--- src/rtl/rcl_pkg.sv ---
// Shared encodings for the RCL initiator: FSM states, coefficient width, result codes.
// Pure declarations; no timing or flow control of its own.
package rcl_pkg;
    localparam int COEF_W = 5;

    localparam logic [2:0] ST_IDLE  = 3'd0;
    localparam logic [2:0] ST_SEND0 = 3'd1;
    localparam logic [2:0] ST_SEND1 = 3'd2;
    localparam logic [2:0] ST_SEND2 = 3'd3;
    localparam logic [2:0] ST_WAIT  = 3'd4;
    localparam logic [2:0] ST_RESP  = 3'd5;

    localparam logic [1:0] REL_SEP     = 2'd0;
    localparam logic [1:0] REL_TAN     = 2'd1;
    localparam logic [1:0] REL_CROSS   = 2'd2;
    localparam logic [1:0] REL_TIMEOUT = 2'd3;

    typedef logic [COEF_W-1:0] coef_t;

    // Beats 1 and 2 of the burst; beat 0 is sent straight from the request inputs.
    typedef struct packed {
        coef_t n;
        coef_t k;
        coef_t b;
        coef_t c;
    } req_tail_t;
endpackage

--- src/rtl/rcl_sat_cnt.sv ---
// Saturating up-counter with enable: sticks at all-ones instead of wrapping.
// One-cycle update latency; no backpressure.
module rcl_sat_cnt #(
    parameter int W = 8
) (
    input  logic         clk,
    input  logic         rst_n,
    input  logic         i_en,
    output logic [W-1:0] o_cnt
);
    logic [W-1:0] r_cnt;

    always_ff @(posedge clk or negedge rst_n) begin
        if (!rst_n) begin
            r_cnt <= '0;
        end else if (i_en && (r_cnt != '1)) begin
            r_cnt <= r_cnt + 1'b1;
        end
    end

    assign o_cnt = r_cnt;
endmodule

--- src/rtl/rcl_driver.sv ---
// Serializes one circle/line request into the 3-beat RCL burst and returns the result or a timeout.
// Burst starts the cycle after acceptance; one request in flight; response held until resp_ready.
module rcl_driver
    import rcl_pkg::*;
#(
    parameter int TIMEOUT = 16,
    parameter int CNT_W   = 8
) (
    input  logic              clk,
    input  logic              rst_n,
    input  logic              req_valid,
    output logic              req_ready,
    input  logic [4:0]        req_m,
    input  logic [4:0]        req_n,
    input  logic [4:0]        req_k,
    input  logic [4:0]        req_a,
    input  logic [4:0]        req_b,
    input  logic [4:0]        req_c,
    output logic              rcl_in_valid,
    output logic [4:0]        rcl_coef_Q,
    output logic [4:0]        rcl_coef_L,
    input  logic              rcl_out_valid,
    input  logic [1:0]        rcl_out,
    output logic              resp_valid,
    input  logic              resp_ready,
    output logic [1:0]        resp_class,
    output logic              resp_timeout,
    output logic              stray_err,
    output logic [CNT_W-1:0]  cnt_sep,
    output logic [CNT_W-1:0]  cnt_tan,
    output logic [CNT_W-1:0]  cnt_cross
);
    logic [2:0]  r_state;
    req_tail_t   r_req;
    logic        r_in_valid;
    coef_t       r_coef_q;
    coef_t       r_coef_l;
    logic [7:0]  r_wcnt;
    logic        r_resp_valid;
    logic [1:0]  r_resp_class;
    logic        r_resp_timeout;
    logic        r_stray;

    logic        w_result;
    logic        w_expire;

    assign w_result = (r_state == ST_WAIT) && rcl_out_valid;
    assign w_expire = (r_state == ST_WAIT) && (r_wcnt == 8'(TIMEOUT - 1));

    always_ff @(posedge clk or negedge rst_n) begin
        if (!rst_n) begin
            r_state        <= ST_IDLE;
            r_req          <= '0;
            r_in_valid     <= 1'b0;
            r_coef_q       <= '0;
            r_coef_l       <= '0;
            r_wcnt         <= '0;
            r_resp_valid   <= 1'b0;
            r_resp_class   <= '0;
            r_resp_timeout <= 1'b0;
            r_stray        <= 1'b0;
        end else begin
            if (rcl_out_valid && (r_state != ST_WAIT)) begin
                r_stray <= 1'b1;
            end
            case (r_state)
                ST_IDLE: begin
                    if (req_valid) begin
                        r_req      <= '{n: req_n, k: req_k, b: req_b, c: req_c};
                        r_in_valid <= 1'b1;
                        r_coef_q   <= req_m;
                        r_coef_l   <= req_a;
                        r_state    <= ST_SEND0;
                    end
                end
                ST_SEND0: begin
                    r_coef_q <= r_req.n;
                    r_coef_l <= r_req.b;
                    r_state  <= ST_SEND1;
                end
                ST_SEND1: begin
                    r_coef_q <= r_req.k;
                    r_coef_l <= r_req.c;
                    r_state  <= ST_SEND2;
                end
                ST_SEND2: begin
                    r_in_valid <= 1'b0;
                    r_coef_q   <= '0;
                    r_coef_l   <= '0;
                    r_wcnt     <= '0;
                    r_state    <= ST_WAIT;
                end
                ST_WAIT: begin
                    // A result arriving on the expiry cycle takes priority over the timeout.
                    if (w_result) begin
                        r_resp_class   <= rcl_out;
                        r_resp_timeout <= 1'b0;
                        r_resp_valid   <= 1'b1;
                        r_state        <= ST_RESP;
                    end else if (w_expire) begin
                        r_resp_class   <= REL_TIMEOUT;
                        r_resp_timeout <= 1'b1;
                        r_resp_valid   <= 1'b1;
                        r_state        <= ST_RESP;
                    end else begin
                        r_wcnt <= r_wcnt + 8'd1;
                    end
                end
                ST_RESP: begin
                    if (resp_ready) begin
                        r_resp_valid <= 1'b0;
                        r_state      <= ST_IDLE;
                    end
                end
                default: r_state <= ST_IDLE;
            endcase
        end
    end

    rcl_sat_cnt #(.W(CNT_W)) u_cnt_sep (
        .clk   (clk),
        .rst_n (rst_n),
        .i_en  (w_result && (rcl_out == REL_SEP)),
        .o_cnt (cnt_sep)
    );

    rcl_sat_cnt #(.W(CNT_W)) u_cnt_tan (
        .clk   (clk),
        .rst_n (rst_n),
        .i_en  (w_result && (rcl_out == REL_TAN)),
        .o_cnt (cnt_tan)
    );

    rcl_sat_cnt #(.W(CNT_W)) u_cnt_cross (
        .clk   (clk),
        .rst_n (rst_n),
        .i_en  (w_result && (rcl_out == REL_CROSS)),
        .o_cnt (cnt_cross)
    );

    assign req_ready    = (r_state == ST_IDLE);
    assign rcl_in_valid = r_in_valid;
    assign rcl_coef_Q   = r_coef_q;
    assign rcl_coef_L   = r_coef_l;
    assign resp_valid   = r_resp_valid;
    assign resp_class   = r_resp_class;
    assign resp_timeout = r_resp_timeout;
    assign stray_err    = r_stray;
endmodule

--- config.mk ---
export PLATFORM = sky130hd
export DESIGN_NAME = rcl_driver
export DESIGN_NICKNAME = d
export VERILOG_FILES = /design/src/rtl/rcl_pkg.sv /design/src/rtl/rcl_sat_cnt.sv /design/src/rtl/rcl_driver.sv
export SDC_FILE = /design/constraint.sdc
export NUM_CORES = 1
export LEC_CHECK = 0
export CAP_MARGIN = 20
export CORE_AREA = 2 2 100 83
export CTS_CLUSTER_SIZE = 10
export DETAILED_ROUTE_END_ITERATION = 6
export DIE_AREA = 0 0 102 85
export GPL_ROUTABILITY_DRIVEN = 1
export MAX_ROUTING_LAYER = met4
export PLACE_DENSITY = 0.74
export SLEW_MARGIN = 30
export SYNTH_ARGS = -nofsm -noshare
export SYNTH_HDL_FRONTEND = slang
export SYNTH_SLANG_ARGS = --single-unit
--- constraint.sdc ---
create_clock -name clk -period 3.5 [get_ports clk]
set_clock_uncertainty 0.05 [all_clocks]
set_input_delay 1.05 -clock clk [delete_from_list [all_inputs] [get_ports clk]]
set_output_delay 1.05 -clock clk [all_outputs]
set_load 0.05 [all_outputs]
**Word-level counts from Yosys, hierarchy flattened**

Cells that the tools add are included.

- Add/sub/neg operators: 4
- Multiply operators: 0
- Divide/modulo/power cells: 0
- Magnitude comparators: 0
- Eq/ne operators: 17
- Shift-type cells: 0
- Multiplexer cells: 21
- Bitwise operators: 0
- Reductions and logical operators: 23

Operators by type and width:

| operator | number |
|---|---|
| $pmux W5 S4 | 2 |
| $add A8 B1 Y8 const B | 4 |
| $ne A8 B8 Y1 const B | 3 |
| $pmux W3 S6 | 1 |
| $mux W8 | 2 |
| $pmux W8 S2 | 1 |
| $mux W3 | 4 |
| $mux W5 | 2 |
| $logic_and A1 B1 Y1 | 9 |
| $reduce_and A3 Y1 | 3 |
| $eq A8 B4 Y1 const B | 1 |
| $ne A2 B2 Y1 const B | 4 |
| $reduce_and A2 Y1 | 4 |
| $reduce_bool A2 Y1 | 4 |
| $eq A3 B2 Y1 const B | 2 |
| $eq A3 B3 Y1 const B | 2 |
| $ne A3 B3 Y1 const B | 2 |
| $mux W1 | 5 |
| $mux W2 | 2 |
| $pmux W1 S2 | 2 |
| $reduce_bool A4 Y1 | 1 |
| $eq A3 B1 Y1 const B | 1 |
| $logic_not A3 Y1 | 1 |
| $eq A2 B1 Y1 const B | 1 |
| 2 further kinds | 2 |

- Register bits after elaboration: 71
- Bits in latches: 0
- RAM bits: 0
- Memory bits (read-only): 0
- Bits of input ports: 37
- Logic and storage cells: 81
- Memories: 0

**Longest topological paths before layout**

Gate-level depths: netlist of run 1.

- Depth in word-level cells: 5
- Depth in mapped cells: 6

**Modules after synthesis**

Synthesis of run 1 repeated with hierarchy kept, for this count alone.

- Cells, all modules: 290
- Area total of the unflattened synthesis: 3449.6 µm²

Modules (own cells, without submodules):

| module | times used | cells each | area an instance (µm²) |
|---|---|---|---|
| rcl_driver | 1 | 188 | 2225.9 |
| rcl_sat_cnt | 3 | 34 | 407.9 |

**Least setup slack after synthesis of run 1**

No wires, ideal clock.

- Path type: register to output
- Start point: register r_state[1]
- End point: output port req_ready
- Arrival: 1380 ps
- Required time: 2400 ps
- Setup slack: 1020 ps
- Stages on the path, launching flop included: 4
- Buffers on the path: 1
- Cells stage by stage: dfrtp_1 -> or2_1 -> clkbuf_1 -> nor2_1

- Cells in the longest elaborated chain, start to end: 1

Ends and longest elaborated chain:

| what | RTL line | RTL |
|---|---|---|
| start, declared | rcl_driver.sv:33 | `logic [2:0] r_state;` |
| start signal, assigned | rcl_driver.sv:52 | `r_state <= ST_IDLE;` |
| start signal, assigned | rcl_driver.sv:73 | `r_state <= ST_SEND0;` |
| start signal, assigned | rcl_driver.sv:79 | `r_state <= ST_SEND1;` |
| $logic_not A3 Y1 | rcl_driver.sv:141 | `assign req_ready = (r_state == ST_IDLE);` |
| end, declared | rcl_driver.sv:12 | `output logic req_ready,` |

Every way passes these cells.

**Final worst setup path of run 1**

Same ends and word-level chain as after synthesis.

==> results of run 1 <==
Yosys cell counts (2+ instances only):
cell type and n:
sky130_fd_sc_hd__o22ai_1 10, sky130_fd_sc_hd__nor3_1 10, sky130_fd_sc_hd__nor2_1 17, sky130_fd_sc_hd__nand4_1 5, sky130_fd_sc_hd__buf_2 5, sky130_fd_sc_hd__nand2b_1 10, sky130_fd_sc_hd__mux2_2 2, sky130_fd_sc_hd__o21ai_2 2
sky130_fd_sc_hd__or2_1 2, sky130_fd_sc_hd__and3_1 3, sky130_fd_sc_hd__o21ai_0 3, sky130_fd_sc_hd__dfrtp_1 71, sky130_fd_sc_hd__mux2_1 21, sky130_fd_sc_hd__xnor2_1 3, sky130_fd_sc_hd__a2bb2oi_1 2, sky130_fd_sc_hd__nand3_1 17
sky130_fd_sc_hd__nor2b_1 10, sky130_fd_sc_hd__ha_1 4, sky130_fd_sc_hd__o21ai_1 15, sky130_fd_sc_hd__inv_1 7, sky130_fd_sc_hd__clkbuf_1 7, sky130_fd_sc_hd__nand2_1 24, sky130_fd_sc_hd__o2111ai_4 2, sky130_fd_sc_hd__a21oi_1 15
sky130_fd_sc_hd__xor2_1 21
cells by family after synthesis:
group,Yosys count,synth area share (%)
AND/OR/NAND/NOR,106,16.79
flip-flops,71,53.08
AO/OA/AOI/OAI,57,11.74
XOR/XNOR,24,6.281
multiplexers,23,7.738
buffers and inverters,21,2.879
adder cells (fa/ha/maj),4,1.495
routing by layer:
metal	GRT usage, %	wire (um)
met5	-	0
met4	4.727	95
met3	6.590	507
met2	26.38	3287
met1	24.87	3403
power by group:
part	total, uW	internal, uW	switching (uW)	leakage (uW)
combinational	1560	616	942	0.000920
clock	753	439	314	0.000112
sequential	1280	1080	191	0.000901
total	3590	2140	1450	0.00193
metrics by stage:
stage	total power, uW	hold WS [ps]	setup slack (ps)
after floorplan	2357	408.8	1020
after global placement	2815	417.0	595.6
after detailed placement	2861	422.9	552.1
after CTS	3620	439.9	593.0
after global routing	3811	454.5	475.0
final	3587	437.0	589.2
registers in the layout, summed over array words and instances (netlist names), 3 cells and up:
register,count
r_req,20
r_state,3
r_wcnt,8
rcl_coef_L,5
rcl_coef_Q,5
u_cnt_cross.o_cnt,8
u_cnt_sep.o_cnt,8
u_cnt_tan.o_cnt,8
area by class of cell:
cell class / instances / area, um2
Fill cell: 684 / 3223
Sequential cell: 71 / 1777
Multi-Input combinational cell: 214 / 1474
Timing Repair Buffer: 82 / 825.8
Clock buffer: 11 / 151.4
Tap cell: 108 / 135.1
Clock inverter: 5 / 80.08
Inverter: 7 / 26.28
worst min-delay path by stage:
stage                         endpoint          from  slack, ps
final                     rcl_in_valid  rcl_in_valid        440
after global routing          r_req[1]      r_req[1]        450
after CTS                 rcl_in_valid  rcl_in_valid        440
after detailed placement  rcl_in_valid  rcl_in_valid        420
after global placement    rcl_in_valid  rcl_in_valid        420
after floorplan              r_req[15]     r_req[15]        410
==> impl_results.rst, run 1 <==
.. list-table::
   :header-rows: 1

   * - Metric
     - Value
   * - Core footprint
     - 7692 um2
   * - Slack of the worst reg-to-reg path
     - 1070 ps
   * - Vias in the first global route
     - 2,512
   * - Most used cell along the critical path
     - sky130_fd_sc_hd__buf_4
   * - Worst IR Drop VDD
     - 0.5160 mV
   * - Number of remaining DRC errors
     - 0
   * - First drt pass iteration count
     - 5
   * - Slew at the pin closest to its max-slew limit
     - 649.6 ps
   * - Worst setup path startpoint
     - r_state[1]
   * - Worst-path cell chain
     - buf_4 > or2_1 > nor2_1 > buf_4
   * - Dpl cell area
     - 4238 um2
   * - Fraction of layout cells with a size suffix above 1
     - 8.205%
   * - Aggregate negative setup slack
     - 0 ps
   * - Final routed wirelength across all metal layers
     - 7293 um
   * - Post-layout instance area
     - 4469 um2
   * - Initial Util
     - 43.51%
   * - Commonest cells after routing, fill and taps aside
     - sky130_fd_sc_hd__clkdlybuf4s50_1 (75), sky130_fd_sc_hd__dfrtp_1 (71), sky130_fd_sc_hd__nand2_1 (24)
   * - Leading area contributor after synthesis
     - sky130_fd_sc_hd__dfrtp_1
   * - Final worst path period need
     - 2911 ps
   * - R2r endpoint
     - r_req[18]
   * - Biggest area contributors in the synthesized netlist
     - sky130_fd_sc_hd__dfrtp_1 (53%), sky130_fd_sc_hd__mux2_1 (7.1%), sky130_fd_sc_hd__xor2_1 (5.5%)
   * - Synthesized netlist cell count
     - 306
   * - Capturing instance or port of the critical path
     - req_ready
   * - Achievable Freq
     - 343.6 MHz
   * - Die area
     - 8670 um2
   * - Post-Synthesis Net Count
     - 347
   * - Chip height
     - 85 um
   * - Total congestion overflow after global routing
     - 0
   * - Register area share after synthesis
     - 53.08%
   * - Count of pins on the block boundary
     - 78
   * - Remaining antenna violation count
     - 0
   * - Number of cells on the worst reg-to-reg path
     - 6
   * - Antenna violations before repair
     - 0
   * - Avg Cell Area, Syn
     - 10.94 um2
   * - Proportion of netlist area held by the largest area contributor
     - 53.08%
   * - Setup crit end kind
     - output pin
   * - Post-synth cell types
     - 43
   * - Cell family with most CP delay
     - simple AND/OR/NAND/NOR gates
   * - Critical Path Slowest Stage Cell
     - sky130_fd_sc_hd__or2_1
   * - Width of the die
     - 102 um
   * - Power per Cell Area
     - 802.7 nW/um2
   * - Per-cell via count in the routed design
     - 5.090
   * - Sum of net half-perimeters after detailed placement
     - 5135 um
   * - Hold-fix buffers at CTS
     - 0
   * - Most common library cell in the layout ignoring fill and taps
     - sky130_fd_sc_hd__clkdlybuf4s50_1
   * - Max-slew violation count
     - 0
   * - Root buffer cell
     - sky130_fd_sc_hd__clkbuf_8
   * - Type of the worst min-delay path
     - register to register
   * - Pin count of the biggest net entering global routing
     - 58
   * - Average wire per standard cell
     - 14.64 um
   * - Wire length of the first global-routing pass
     - 12,060 um
   * - Top flip-flop cell by instance count after synthesis
     - sky130_fd_sc_hd__dfrtp_1
   * - Worst hold stages
     - 1
   * - Buffers inserted during post-CTS setup optimization
     - 0
   * - Cell count after placement
     - 482
   * - Levels on crit path
     - 4
   * - Max-slew headroom at the worst pin
     - 56.70%
   * - Post-synth design cell area
     - 3347 um2
   * - Global-route usage over all layers
     - 18.37%
   * - CTS tree
     - yes
   * - Diodes inserted
     - 0
   * - Max-cap violations
     - 0
   * - Crit Reg-Reg Startpoint
     - r_state[1]
   * - Synth Register Bits
     - 71
   * - Worst-path maximum fanout
     - 20
   * - Type of the worst setup path
     - register to output pin
   * - CP bufs+invs
     - 2
   * - Area overhead of the layout relative to synthesis
     - 33.53%
   * - Total via count in the routed design
     - 2,535
   * - Total Nets Final
     - 426
   * - Kind of start point of the critical path
     - register
   * - Htree depth
     - 3
   * - Clock insertion delay at the later pin of the skew report
     - 340 ps
   * - Tcrit/Tclk final
     - 83.16%
   * - Clk buf depth
     - 2
   * - Number of clock buffers inserted by TritonCTS
     - 9
   * - Number of gates resized after cts
     - 0
   * - Routability cong.
     - 0.8318
   * - Count of yosys warnings during synthesis
     - 0
   * - Count of buffers inserted at the top-level ports
     - 77
   * - Clock sink count
     - 71
   * - Row count
     - 29
   * - Data required time at the worst endpoint
     - 2400 ps
   * - Number of synthesized flops with an enable pin
     - 0
   * - Leakage power
     - 0.001932 uW
   * - Setup repair after global routing missed its margin
     - no
   * - Final Core Density
     - 58.10%
   * - Biggest cell delay along the critical path
     - 450 ps
   * - Crit path arrival time
     - 1810 ps
   * - Run status
     - finished clean
   * - DRC marker count from the first detailed-route iteration
     - 80
   * - Final hold vios
     - 0
   * - Post-CTS clock slew at the launch and capture registers of the worst setup and hold paths
     - 70 ps
   * - Filler-free cell count of the finished design
     - 498
   * - Endpoints failing setup
     - 0
   * - Proportion of synthesized flip-flops having asynchronous set or reset
     - 100.0%
(Power assumes the default switching activity.)
==> run 2: changes to the inputs <==
==> constraint.sdc (replaced) <==
create_clock -name clk -period 2.9 [get_ports clk]
set_clock_uncertainty 0.05 [all_clocks]
set_input_delay 0.87 -clock clk [delete_from_list [all_inputs] [get_ports clk]]
set_output_delay 0.87 -clock clk [all_outputs]
set_load 0.05 [all_outputs]
==> impl_results.rst, run 2 (synthesis results as in run 1) <==
.. list-table::
   :header-rows: 1

   * - Metric
     - Value
   * - Run status
     - finished clean
   * - Max-cap violations
     - 0
   * - Slack of the worst reg-to-reg path
     - 720 ps
   * - Total Nets Final
     - 430
   * - Final routed wirelength across all metal layers
     - 7250 um
   * - Multi-input gate area in the final layout
     - 1474 um2
   * - FF+latch area
     - 1777 um2
   * - Leakage power
     - 0.001955 uW
   * - Type of the worst setup path
     - register to output pin
   * - Most common library cell in the layout ignoring fill and taps
     - sky130_fd_sc_hd__clkdlybuf4s50_1
   * - Number of clock buffers inserted by TritonCTS
     - 9
   * - R2r endpoint
     - r_req[1]
   * - Largest reg by FF count
     - r_req
   * - Average wire per standard cell
     - 14.44 um
   * - Final hold vios
     - 0
   * - Post-CTS clock slew at the launch and capture registers of the worst setup and hold paths
     - 70 ps
   * - Remaining antenna violation count
     - 0
   * - Worst IR Drop VDD
     - 0.6442 mV
   * - Relative contribution of sequential cells to total power
     - 34.9%
   * - Min-Delay Endpoint
     - rcl_in_valid
   * - Total congestion overflow after global routing
     - 0
   * - Commonest cells after routing, fill and taps aside
     - sky130_fd_sc_hd__clkdlybuf4s50_1 (75), sky130_fd_sc_hd__dfrtp_1 (71), sky130_fd_sc_hd__nand2_1 (24)
   * - Setup repair after global routing missed its margin
     - no
   * - Chip height
     - 85 um
   * - Critical Path Slowest Stage Cell
     - sky130_fd_sc_hd__clkdlybuf4s50_1
   * - Die area
     - 8670 um2
   * - Root buffer cell
     - sky130_fd_sc_hd__clkbuf_8
   * - Vias in the first global route
     - 2,493
   * - Internal power consumption
     - 2613 uW
   * - Routability cong.
     - 0.8893
   * - Clock sink count
     - 71
   * - Slew at the pin closest to its max-slew limit
     - 540.5 ps
   * - Width of the die
     - 102 um
   * - Count of buffers inserted at the top-level ports
     - 77
   * - Switching share of power
     - 39.75%
   * - Kind of start point of the critical path
     - register
   * - CP bufs+invs
     - 1
   * - First drt pass iteration count
     - 4
   * - Setup crit end kind
     - output pin
   * - Per-cell via count in the routed design
     - 5.151
   * - Achievable Freq
     - 388.2 MHz
   * - Diodes inserted
     - 0
   * - Biggest cell delay along the critical path
     - 850 ps
   * - Startpoint of the most critical hold path
     - rcl_in_valid
   * - Number of cells on the worst reg-to-reg path
     - 5
   * - Worst-path maximum fanout
     - 6
   * - Flip-flop count of the largest register, all copies and words added
     - 20
   * - Filler cell count in the final layout
     - 677
   * - Data required time at the worst endpoint
     - 1980 ps
   * - Wire length of the first global-routing pass
     - 11,900 um
   * - Total via count in the routed design
     - 2,586
   * - Row count
     - 29
   * - Switch Pwr
     - 1723 uW
   * - Pin count of the biggest net entering global routing
     - 72
   * - Antenna violations before repair
     - 0
   * - Final worst path period need
     - 2576 ps
   * - Combinational fraction of design power
     - 44.7%
   * - Type of the worst min-delay path
     - register to register
   * - Max-slew headroom at the worst pin
     - 63.97%
   * - Number of remaining DRC errors
     - 0
   * - Htree depth
     - 3
   * - Worst-path cell chain
     - clkdlybuf4s50_1
   * - Crit path arrival time
     - 1660 ps
   * - Global-route usage over all layers
     - 18.03%
   * - Part of the power in the clock network
     - 20.5%
   * - Endpoints failing setup
     - 0
   * - Core footprint
     - 7692 um2
   * - Initial Util
     - 43.51%
   * - Number of gates resized after cts
     - 0
   * - Worst hold margin
     - 434.9 ps
   * - Count of pins on the block boundary
     - 78
   * - Cell family with most CP delay
     - buffers and inverters
   * - Fraction of layout cells with a size suffix above 1
     - 8.629%
   * - Power per Cell Area
     - 965.3 nW/um2
   * - Clock insertion delay at the later pin of the skew report
     - 330 ps
   * - Worst hold stages
     - 1
   * - Hold-fix buffers at CTS
     - 0
   * - Aggregate negative setup slack
     - 0 ps
   * - DRC marker count from the first detailed-route iteration
     - 102
   * - Buffers inserted during post-CTS setup optimization
     - 0
   * - Clk buf depth
     - 2
   * - Max-slew violation count
     - 0
   * - CTS tree
     - yes
   * - Sum of net half-perimeters after detailed placement
     - 5089 um
   * - Crit Reg-Reg Startpoint
     - r_state[1]
   * - Area overhead of the layout relative to synthesis
     - 34.21%
   * - Tcrit/Tclk final
     - 88.83%
[run 2: area by class of cell]
| class | count | share of cell area, % |
|---|---|---|
| clock inverter | 3 | 1.448 |
| clock buffer | 13 | 3.538 |
| timing repair buffer | 86 | 19.05 |
| inverter | 7 | 0.5850 |
| tap | 108 | 3.008 |
| multi-input combinational | 214 | 32.81 |
| sequential | 71 | 39.55 |
[run 2: worst max-delay path by stage]
stage	start	end	slack [ps]	depth (start not counted)
floorplan	r_state[1]	r_req[0]	530	6
global placement	rcl_out_valid	u_cnt_cross.o_cnt[1]	280	5
detailed placement	rcl_out_valid	u_cnt_cross.o_cnt[1]	250	5
CTS	u_cnt_cross.o_cnt[2]	cnt_cross[2]	320	1
global route	u_cnt_sep.o_cnt[2]	cnt_sep[2]	260	1
finish	u_cnt_cross.o_cnt[2]	cnt_cross[2]	320	1
[run 2: metrics by stage]
step | utilization, % | total power [uW] | area [um2] | cells | worst slack (ps)
after global placement | 55.48 | 3428 | 4268 | 486 | 276.5
after detailed placement | 55.48 | 3486 | 4268 | 486 | 248.4
after global routing | 58.39 | 4606 | 4492 | 502 | 258.3
after floorplan | - | 2844 | 3347 | 306 | 534.4
after CTS | 58.39 | 4380 | 4492 | 502 | 322.3
final | 58.39 | 4336 | 4492 | 502 | 324.0
[run 2: power groups by stage]
stage               Combinational [uW]  Clock (uW)  Sequential [uW]
floorplan                          860           0             1980
global placement                  1910           0             1520
detailed placement                1960           0             1530
CTS                               1960         908             1510
global route                      2090         955             1560
finish                            1940         887             1510
[run 2: routing by layer]
| metal | track usage (%) | vias to the layer above | share of wire, % |
|---|---|---|---|
| li1 | - | 1238 | - |
| met5 | - | - | 0 |
| met4 | 4.000 | 0 | 0.39 |
| met1 | 23.34 | 1267 | 46 |
| met2 | 27.51 | 77 | 46 |
| met3 | 6.343 | 4 | 6.9 |
==> run 3: changes to the inputs <==
--- a/config.mk
+++ b/config.mk
@@ -10,7 +10,6 @@
 export CTS_CLUSTER_SIZE = 10
 export DETAILED_ROUTE_END_ITERATION = 6
 export DIE_AREA = 0 0 102 85
-export GPL_ROUTABILITY_DRIVEN = 1
 export MAX_ROUTING_LAYER = met4
 export PLACE_DENSITY = 0.74
 export SLEW_MARGIN = 30
==> results of run 3 <==
Final layout, timing and power as in run 2 (identical DEF).
